[src/rtl/ax_branch_chooser_pkg.sv]
// Shared fetch-unit types for the AX/BTB branch chooser.
// Default table geometry, counter width and the chooser FSM states.
package FetchUnitTypes;

  localparam int PC_WIDTH = 32;
  localparam int CHOOSER_ENTRY_NUM = 256;
  localparam int CHOOSER_INDEX_WIDTH = $clog2(CHOOSER_ENTRY_NUM);
  localparam int CHOOSER_CNT_WIDTH = 2;

  typedef logic [PC_WIDTH-1:0] PC_Path;
  typedef logic [CHOOSER_INDEX_WIDTH-1:0] ChooserIndexPath;
  typedef logic [CHOOSER_CNT_WIDTH-1:0] ChooserCntPath;

  typedef enum logic {
    INIT = 1'b0,
    RUN  = 1'b1
  } ChooserState;

endpackage

[src/rtl/chooser_counter_table.sv]
// Chooser counter storage: one write port, asynchronous read ports.
// Contents are not reset; the owner sweeps an init value after reset.
module chooser_counter_table #(
  parameter int ENTRY_NUM = 256,
  parameter int CNT_WIDTH = 2,
  parameter int RD_PORTS = 2,
  localparam int IDX_W = $clog2(ENTRY_NUM)
) (
  input  logic                 clk,
  input  logic                 i_we,
  input  logic [IDX_W-1:0]     i_waddr,
  input  logic [CNT_WIDTH-1:0] i_wdata,
  input  logic [IDX_W-1:0]     i_raddr [RD_PORTS],
  output logic [CNT_WIDTH-1:0] o_rdata [RD_PORTS]
);

  logic [CNT_WIDTH-1:0] r_mem [ENTRY_NUM];

  // single synchronous write
  always_ff @(posedge clk) begin
    if (i_we) begin
      r_mem[i_waddr] <= i_wdata;
    end
  end

  // combinational reads, one per port
  always_comb begin
    for (int i = 0; i < RD_PORTS; i++) begin
      o_rdata[i] = r_mem[i_raddr[i]];
    end
  end

endmodule

[src/rtl/ax_branch_chooser.sv]
// Chooses per lane between baseline BTB and AXBTB using saturating
// counters; first taken lane wins, counters trained by resolved branches.
module ax_branch_chooser #(
  parameter int FETCH_WIDTH = 2,
  parameter int CHOOSER_ENTRY_NUM = 256,
  parameter int CNT_WIDTH = 2
) (
  input  logic                   clk,
  input  logic                   rst,
  input  logic [FETCH_WIDTH-1:0] fetchStageIsValid,
  input  FetchUnitTypes::PC_Path fetchStagePC [FETCH_WIDTH],
  input  logic [FETCH_WIDTH-1:0] btbHit,
  input  FetchUnitTypes::PC_Path btbOut [FETCH_WIDTH],
  input  logic [FETCH_WIDTH-1:0] axbtbHit,
  input  FetchUnitTypes::PC_Path axbtbOut [FETCH_WIDTH],
  input  logic                   updValid,
  input  FetchUnitTypes::PC_Path updPC,
  input  logic                   updBtbCorrect,
  input  logic                   updAxCorrect,
  output logic [FETCH_WIDTH-1:0] brDecidTaken,
  output FetchUnitTypes::PC_Path decidTarget [FETCH_WIDTH],
  output logic [FETCH_WIDTH-1:0] decidUseAx,
  output logic                   initDone
);

  import FetchUnitTypes::*;

  localparam int IDX_W = $clog2(CHOOSER_ENTRY_NUM);
  localparam int RD_N = FETCH_WIDTH + 1;
  localparam logic [CNT_WIDTH-1:0] INIT_VAL =
    CNT_WIDTH'((1 << (CNT_WIDTH - 1)) - 1);
  localparam logic [CNT_WIDTH-1:0] CNT_MAX = '1;

  ChooserState          r_state;
  ChooserState          w_next_state;
  logic [IDX_W-1:0]     r_sweep;
  logic [IDX_W-1:0]     w_raddr [RD_N];
  logic [CNT_WIDTH-1:0] w_rdata [RD_N];
  logic                 w_we;
  logic [IDX_W-1:0]     w_waddr;
  logic [CNT_WIDTH-1:0] w_wdata;
  logic [CNT_WIDTH-1:0] w_upd_cnt;
  logic                 w_run;
  logic                 w_inc;
  logic                 w_dec;
  logic                 w_seen;
  logic [FETCH_WIDTH-1:0] w_use_ax;
  logic [FETCH_WIDTH-1:0] w_raw;
  logic                 w_unused_pc;

  // lane read ports plus one extra port for the update read-modify-write
  always_comb begin
    for (int i = 0; i < FETCH_WIDTH; i++) begin
      w_raddr[i] = fetchStagePC[i][IDX_W+1:2];
    end
    w_raddr[FETCH_WIDTH] = updPC[IDX_W+1:2];
  end

  // PC bits outside the index field do not affect the chooser
  always_comb begin
    w_unused_pc = ^{updPC[PC_WIDTH-1:IDX_W+2], updPC[1:0]};
    for (int i = 0; i < FETCH_WIDTH; i++) begin
      w_unused_pc = w_unused_pc ^
        (^{fetchStagePC[i][PC_WIDTH-1:IDX_W+2], fetchStagePC[i][1:0]});
    end
  end

  chooser_counter_table #(
    .ENTRY_NUM (CHOOSER_ENTRY_NUM),
    .CNT_WIDTH (CNT_WIDTH),
    .RD_PORTS  (RD_N)
  ) u_table (
    .clk     (clk),
    .i_we    (w_we),
    .i_waddr (w_waddr),
    .i_wdata (w_wdata),
    .i_raddr (w_raddr),
    .o_rdata (w_rdata)
  );

  assign w_upd_cnt = w_rdata[FETCH_WIDTH];
  assign w_run = (r_state == RUN);
  assign initDone = w_run;
  assign w_inc = updValid & updAxCorrect & ~updBtbCorrect &
                 (w_upd_cnt != CNT_MAX);
  assign w_dec = updValid & updBtbCorrect & ~updAxCorrect &
                 (w_upd_cnt != '0);

  // state register and init sweep pointer
  always_ff @(posedge clk or posedge rst) begin
    if (rst) begin
      r_state <= INIT;
      r_sweep <= '0;
    end else begin
      r_state <= w_next_state;
      if (r_state == INIT) begin
        r_sweep <= r_sweep + 1'b1;
      end
    end
  end

  // next state and table write: init sweep, then saturating training
  always_comb begin
    w_next_state = r_state;
    w_we = 1'b0;
    w_waddr = r_sweep;
    w_wdata = INIT_VAL;
    unique case (r_state)
      INIT: begin
        w_we = 1'b1;
        if (r_sweep == '1) begin
          w_next_state = RUN;
        end
      end
      RUN: begin
        w_waddr = w_raddr[FETCH_WIDTH];
        w_we = w_inc | w_dec;
        w_wdata = w_inc ? (w_upd_cnt + 1'b1) : (w_upd_cnt - 1'b1);
      end
      default: w_next_state = INIT;
    endcase
  end

  // per-lane source select and first-taken masking
  always_comb begin
    w_seen = 1'b0;
    w_use_ax = '0;
    w_raw = '0;
    brDecidTaken = '0;
    decidUseAx = '0;
    for (int i = 0; i < FETCH_WIDTH; i++) begin
      w_use_ax[i] = w_run & w_rdata[i][CNT_WIDTH-1];
      w_raw[i] = fetchStageIsValid[i] &
                 (w_use_ax[i] ? axbtbHit[i] : btbHit[i]);
      brDecidTaken[i] = w_raw[i] & ~w_seen;
      w_seen = w_seen | w_raw[i];
      decidTarget[i] = w_use_ax[i] ? axbtbOut[i] : btbOut[i];
      decidUseAx[i] = w_use_ax[i] & fetchStageIsValid[i];
    end
  end

endmodule

[config.mk]
export PLATFORM = sky130hd
export DESIGN_NAME = ax_branch_chooser
export DESIGN_NICKNAME = d
export VERILOG_FILES = /design/src/rtl/ax_branch_chooser_pkg.sv /design/src/rtl/chooser_counter_table.sv /design/src/rtl/ax_branch_chooser.sv
export SDC_FILE = /design/constraint.sdc
export NUM_CORES = 1
export LEC_CHECK = 0
export ABC_AREA = 0
export BUFFER_PORTS_ARGS = -buffer_cell sky130_fd_sc_hd__clkbuf_2
export CAP_MARGIN = 20
export CORE_MARGIN = 8
export CORE_UTILIZATION = 40
export DETAILED_ROUTE_END_ITERATION = 12
export PLACE_DENSITY = 0.59
export SYNTH_ARGS = -nofsm -noshare
export SYNTH_HDL_FRONTEND = slang
export SYNTH_HIERARCHICAL = 1
export SYNTH_SLANG_ARGS = --single-unit
[constraint.sdc]
create_clock -name clk -period 17.5 [get_ports clk]
set_clock_uncertainty 0.2 [all_clocks]
set_input_delay 0.875 -clock clk [delete_from_list [all_inputs] [get_ports clk]]
set_output_delay 0.875 -clock clk [all_outputs]
set_load 0.03 [all_outputs]
Word level (Yosys, flattened, before mapping)
Memories as Yosys holds them, arrays and structs flattened.
Index checks and enable logic that the tools add are counted.
{"block": "word_totals", "reg_bits": 9, "latchBits": 0, "ram_bits": 512, "romBits": 0, "out_inout_bits": 69, "elab_cells": 39, "mem_count": 1}
{"name": "u_table.r_mem", "words": 256, "word_bits": 2, "read_ports": 3, "rd_ports_with_merged_regs": 0, "write_ports": 1, "line_no": "chooser_counter_table.sv:17", "rtl": "logic [CNT_WIDTH-1:0] r_mem [ENTRY_NUM];"}
{"block": "classes", "addsub": 3, "mul": 0, "div_mod_pow": 0, "order_cmp": 0, "n_eq_ne": 2, "n_shift": 0, "n_mux": 12, "n_bitwise": 18, "n_reduce_logical": 1}
{"operator": "32-bit 2-to-1 mux", "count": 2}
{"operator": "1-bit AND", "count": 13}
{"operator": "8-bit by 1-bit adder with 8-bit output, second input constant", "count": 1}
{"operator": "8-bit equality test, second input constant", "count": 1}
{"operator": "8-bit 2-to-1 mux", "count": 1}
{"operator": "1-bit 2-to-1 mux", "count": 6}
{"operator": "2-bit 2-to-1 mux", "count": 2}
{"operator": "1-bit inverter", "count": 4}
{"operator": "2-bit by 1-bit adder with 2-bit output, second input constant", "count": 1}
{"operator": "2-bit != test, second input constant", "count": 1}
{"operator": "1-bit case mux with 2 select lines", "count": 1}
{"operator": "2-bit nonzero test", "count": 1}
{"operator": "2-bit by 1-bit subtractor with 2-bit output, second input constant", "count": 1}
{"operator": "1-bit OR", "count": 1}

Longest topological paths before layout
{"block": "logic_depth", "word_depth": 7, "ltp_mapped": 19, "mapped_depth_nobuf": 11}

Cells and area by module
The synthesis kept the hierarchy.
{"mod": "chooser_counter_table", "instances": 1, "cells_per_inst": 2155, "area_each_um2": 30135.2, "seq_area_each_um2": 15374.7}
{"mod": "ax_branch_chooser", "instances": 1, "cells_per_inst": 135, "area_each_um2": 1365.1, "seq_area_each_um2": 225.2}

Worst setup path after synthesis
Ideal clock, no wire load.
{"block": "synth_timing", "path_type": "input to register", "startpoint": "in updPC[3]", "endpoint": "mem u_table.r_mem[0][1] (data pin)", "arrival_time_ns": 5.763, "path_slack_ns": 10.757, "stages": 12, "path_cell_list": "buf_6 -> buf_6 -> buf_4 -> nand3_1 -> clkbuf_1 -> o22ai_1 -> nor4_1 -> nor4_1 -> o32ai_1 -> a311oi_1 -> xor2_1 -> o211a_1"}
{"item": "start, declared", "line_no": "ax_branch_chooser.sv:17", "rtl": "input FetchUnitTypes::PC_Path updPC,"}
{"item": "end, declared", "line_no": "chooser_counter_table.sv:17"}

==> impl_results.md <==
- Fillers: 6099
- Largest net degree at the start of global routing: 104
- Pwr Density: 88.0 nW/um^2
- Row count: 96
- Die Ht: 278 um
- 1st-iter DRT viols: 2200
- # DRC: 0
- Post-route ant nets: 0
- Worst Setup Start Kind: primary input
- First-pass GRT wire length: 129000 um
- Clock share of power: 42.8%
- Layout cell share with drive strength beyond 1: 29.4%
- Post-Route WL: 90000 um
- CP endpoint kind: output port
- F_max: 0.141 GHz
- Setup repair after global routing missed its margin: false
- Worst Hold Launch: r_sweep[0]$_DFFE_PP0N_
- Top sig layer: met4
- Net Sw Frac: 22.8%
- Combinational Power Share: 7.4%
- Hold Path Sink: r_sweep[0]$_DFFE_PP0N_
- Final core utilization: 45.0%
- Worst R2R Start: u_table/r_mem[14][1]$_DFFE_PP_
- GPL Wtd Cong: 0.897
- Starting Density: 40.2%
- Detailed Place HPWL: 57500 um
- Footprint of the multi-input gates: 10700 um^2
- Drt pass-1 iters: 5
- Hold Path Cell Cnt: 1
- Crit Path Category: in -> out
- Core area: 68300 um^2
- Max-slew headroom: 20.1%
- Die area: 77400 um^2
- Post-Syn Area: 27500 um^2
- Vias per cell: 6.20
- Clock Pin Slew Worst Setup and Hold Paths: 0.06 ns
- CTS tree: yes
- Boundary Pins: 304
- Switching power: 616 uW
- Hold Violations, Final: 0
- Clk buf depth: 3
- Syn_nets: 2172
- Initial antenna violation count: 5
- Clock Latency Late Sink: 0.63 ns
- Max-cap violations: 0
- IR drop worst, VDD: 0.0677 mV
- Placed Area: 29000 um^2
- Total power draw: 2710 uW
- Final period util: 40.4%
- Via count: 18.6k
- Area growth from synthesis to layout: 11.8%
- Internal power: 2090 uW
- Remaining global-route overflow: 0
- All-Layer GR Usage: 22.4%
- Die width: 278 um
- CTS buffer count: 54
- Total leakage power: 0.0102 uW
- Pre-CTS WS: 10.13 ns
- Pins Over Slew Limit: 0
- Worst Path Arrival: 5.99 ns
- Final TNS setup: 0 ns
- Pin slew with the least headroom to its limit: 1.19 ns
- CP Max Fanout: 36
- Register share of total power: 49.8%
- Final Cell Area: 30800 um^2
- R2R cell count: 13
- I/O Buffers: 231
- Met1 wire length: 34300 um
- Avg WL per Cell: 30.1 um
- Critical Path RT: 16.43 ns
- Met2 wire length: 42200 um
- Reg2Reg Setup Slack: 11.76 ns
- Vias in the first global route: 18.8k
- Setup WS post-layout: 10.43 ns
- Minimum clock period after layout: 7.07 ns
- R2r endpoint: u_table/r_mem[43][0]$_DFFE_PP_
- H-tree Lvls: 2
- Clock root buffer: clkbuf_16
- # setup viols final: 0
- # clock sinks: 521
- Status: complete, no violations
- Post-synthesis cell count: 1936
- Fin nets: 2300
- WL met3: 9360 um
- Reg area: 15600 um^2
- Mean post-synth cell area: 14.2 um^2
- Yosys warning count: 6
- HP Class: reg -> reg
metal layers:
layer / up-vias / track usage (%)
li1: 7830 / -
met1: 9506 / 28.5
met2: 1013 / 36.4
met3: 207 / 5.52
met4: 0 / 9.93
met5: - / 0
through the flow:
stage          hold slack [ns]  std cells
3_3_place_gp             0.304       2888
5_1_grt                  0.345       2993
4_1_cts                  0.320       2990
6_report                 0.316       2995
3_5_place_dp             0.312       2888
2_1_floorplan            0.260       1936
layout make-up:
type | instances | share of cell area, %
flip-flops and latches | 521 | 50.7
multi-input cells | 1200 | 34.8
repair buffers | 273 | 4.95
clock buffers | 69 | 4.71
well taps | 882 | 3.59
clock inverters | 32 | 1.05
inverters | 14 | 0.171
diodes | 4 | 0.0325
state kept, by name, summed over array words and instances, names as in the netlist:
name	flops
r_sweep	8
initDone	1
u_table/r_mem	512
layout by cell type, fill, tap and decap left out, types with 5 or more instances in the layout:
master	instances
and3_1	7
dfrtp_1	9
nor3_1	29
a2111oi_0	12
clkbuf_2	226
a21oi_1	9
clkbuf_8	5
clkbuf_1	11
and2_1	8
nand4_1	18
nor4_1	20
nand3_1	28
o221ai_1	14
nor2_1	290
nand2b_1	15
a311oi_1	6
mux2_2	97
o22ai_1	80
mux2i_1	236
a22oi_1	6
nor2b_1	22
clkinv_1	14
bufinv_16	6
nand2_1	55
o21ai_0	25
clkbuf_16	54
nand3_2	5
edfxtp_1	512
mux4_2	152
nand3b_1	8
inv_1	10
buf_4	42
clkinv_2	9
power groups by stage:
stage | clock, uW | sequential, uW | combinational (uW)
2_1_floorplan | 0 | 1380 | 129
3_3_place_gp | 0 | 1380 | 196
3_5_place_dp | 0 | 1380 | 197
4_1_cts | 1180 | 1350 | 198
5_1_grt | 1220 | 1350 | 207
6_report | 1160 | 1350 | 199
what timing repair did:
item	4_1_cts	5_1_grt
hold endpoints to repair	9	0
setup buffers	0	0
gates resized for setup	0	0
hold buffers	1	0
worst max-delay path: stages:
cell and delay (ns):
buf_4 0.50, buf_4 0.77, nand3b_1 0.74, o22ai_1 0.38
a2111oi_0 0.15, o41ai_1 0.73, o21ai_1 0.35, nor3_1 0.47
nand2_1 0.10, buf_4 0.28, mux2_2 0.36, clkbuf_2 0.20
worst max path at each step:
stage                     cells after the start                             end  slack, ns       startpoint
after CTS                                    12                 decidTarget[13]      10.37  fetchStagePC[2]
after global routing                         13                 decidTarget[13]      10.27  fetchStagePC[2]
after detailed placement                     16  u_table/r_mem[43][0]$_DFFE_PP_      10.13         updPC[5]
after global placement                       16  u_table/r_mem[43][0]$_DFFE_PP_      10.19         updPC[5]
after floorplan                              12   u_table/r_mem[0][1]$_DFFE_PP_      10.76         updPC[3]
final                                        12                 decidTarget[13]      10.43  fetchStagePC[2]
No activity file was read; power rests on OpenSTA's default activity.
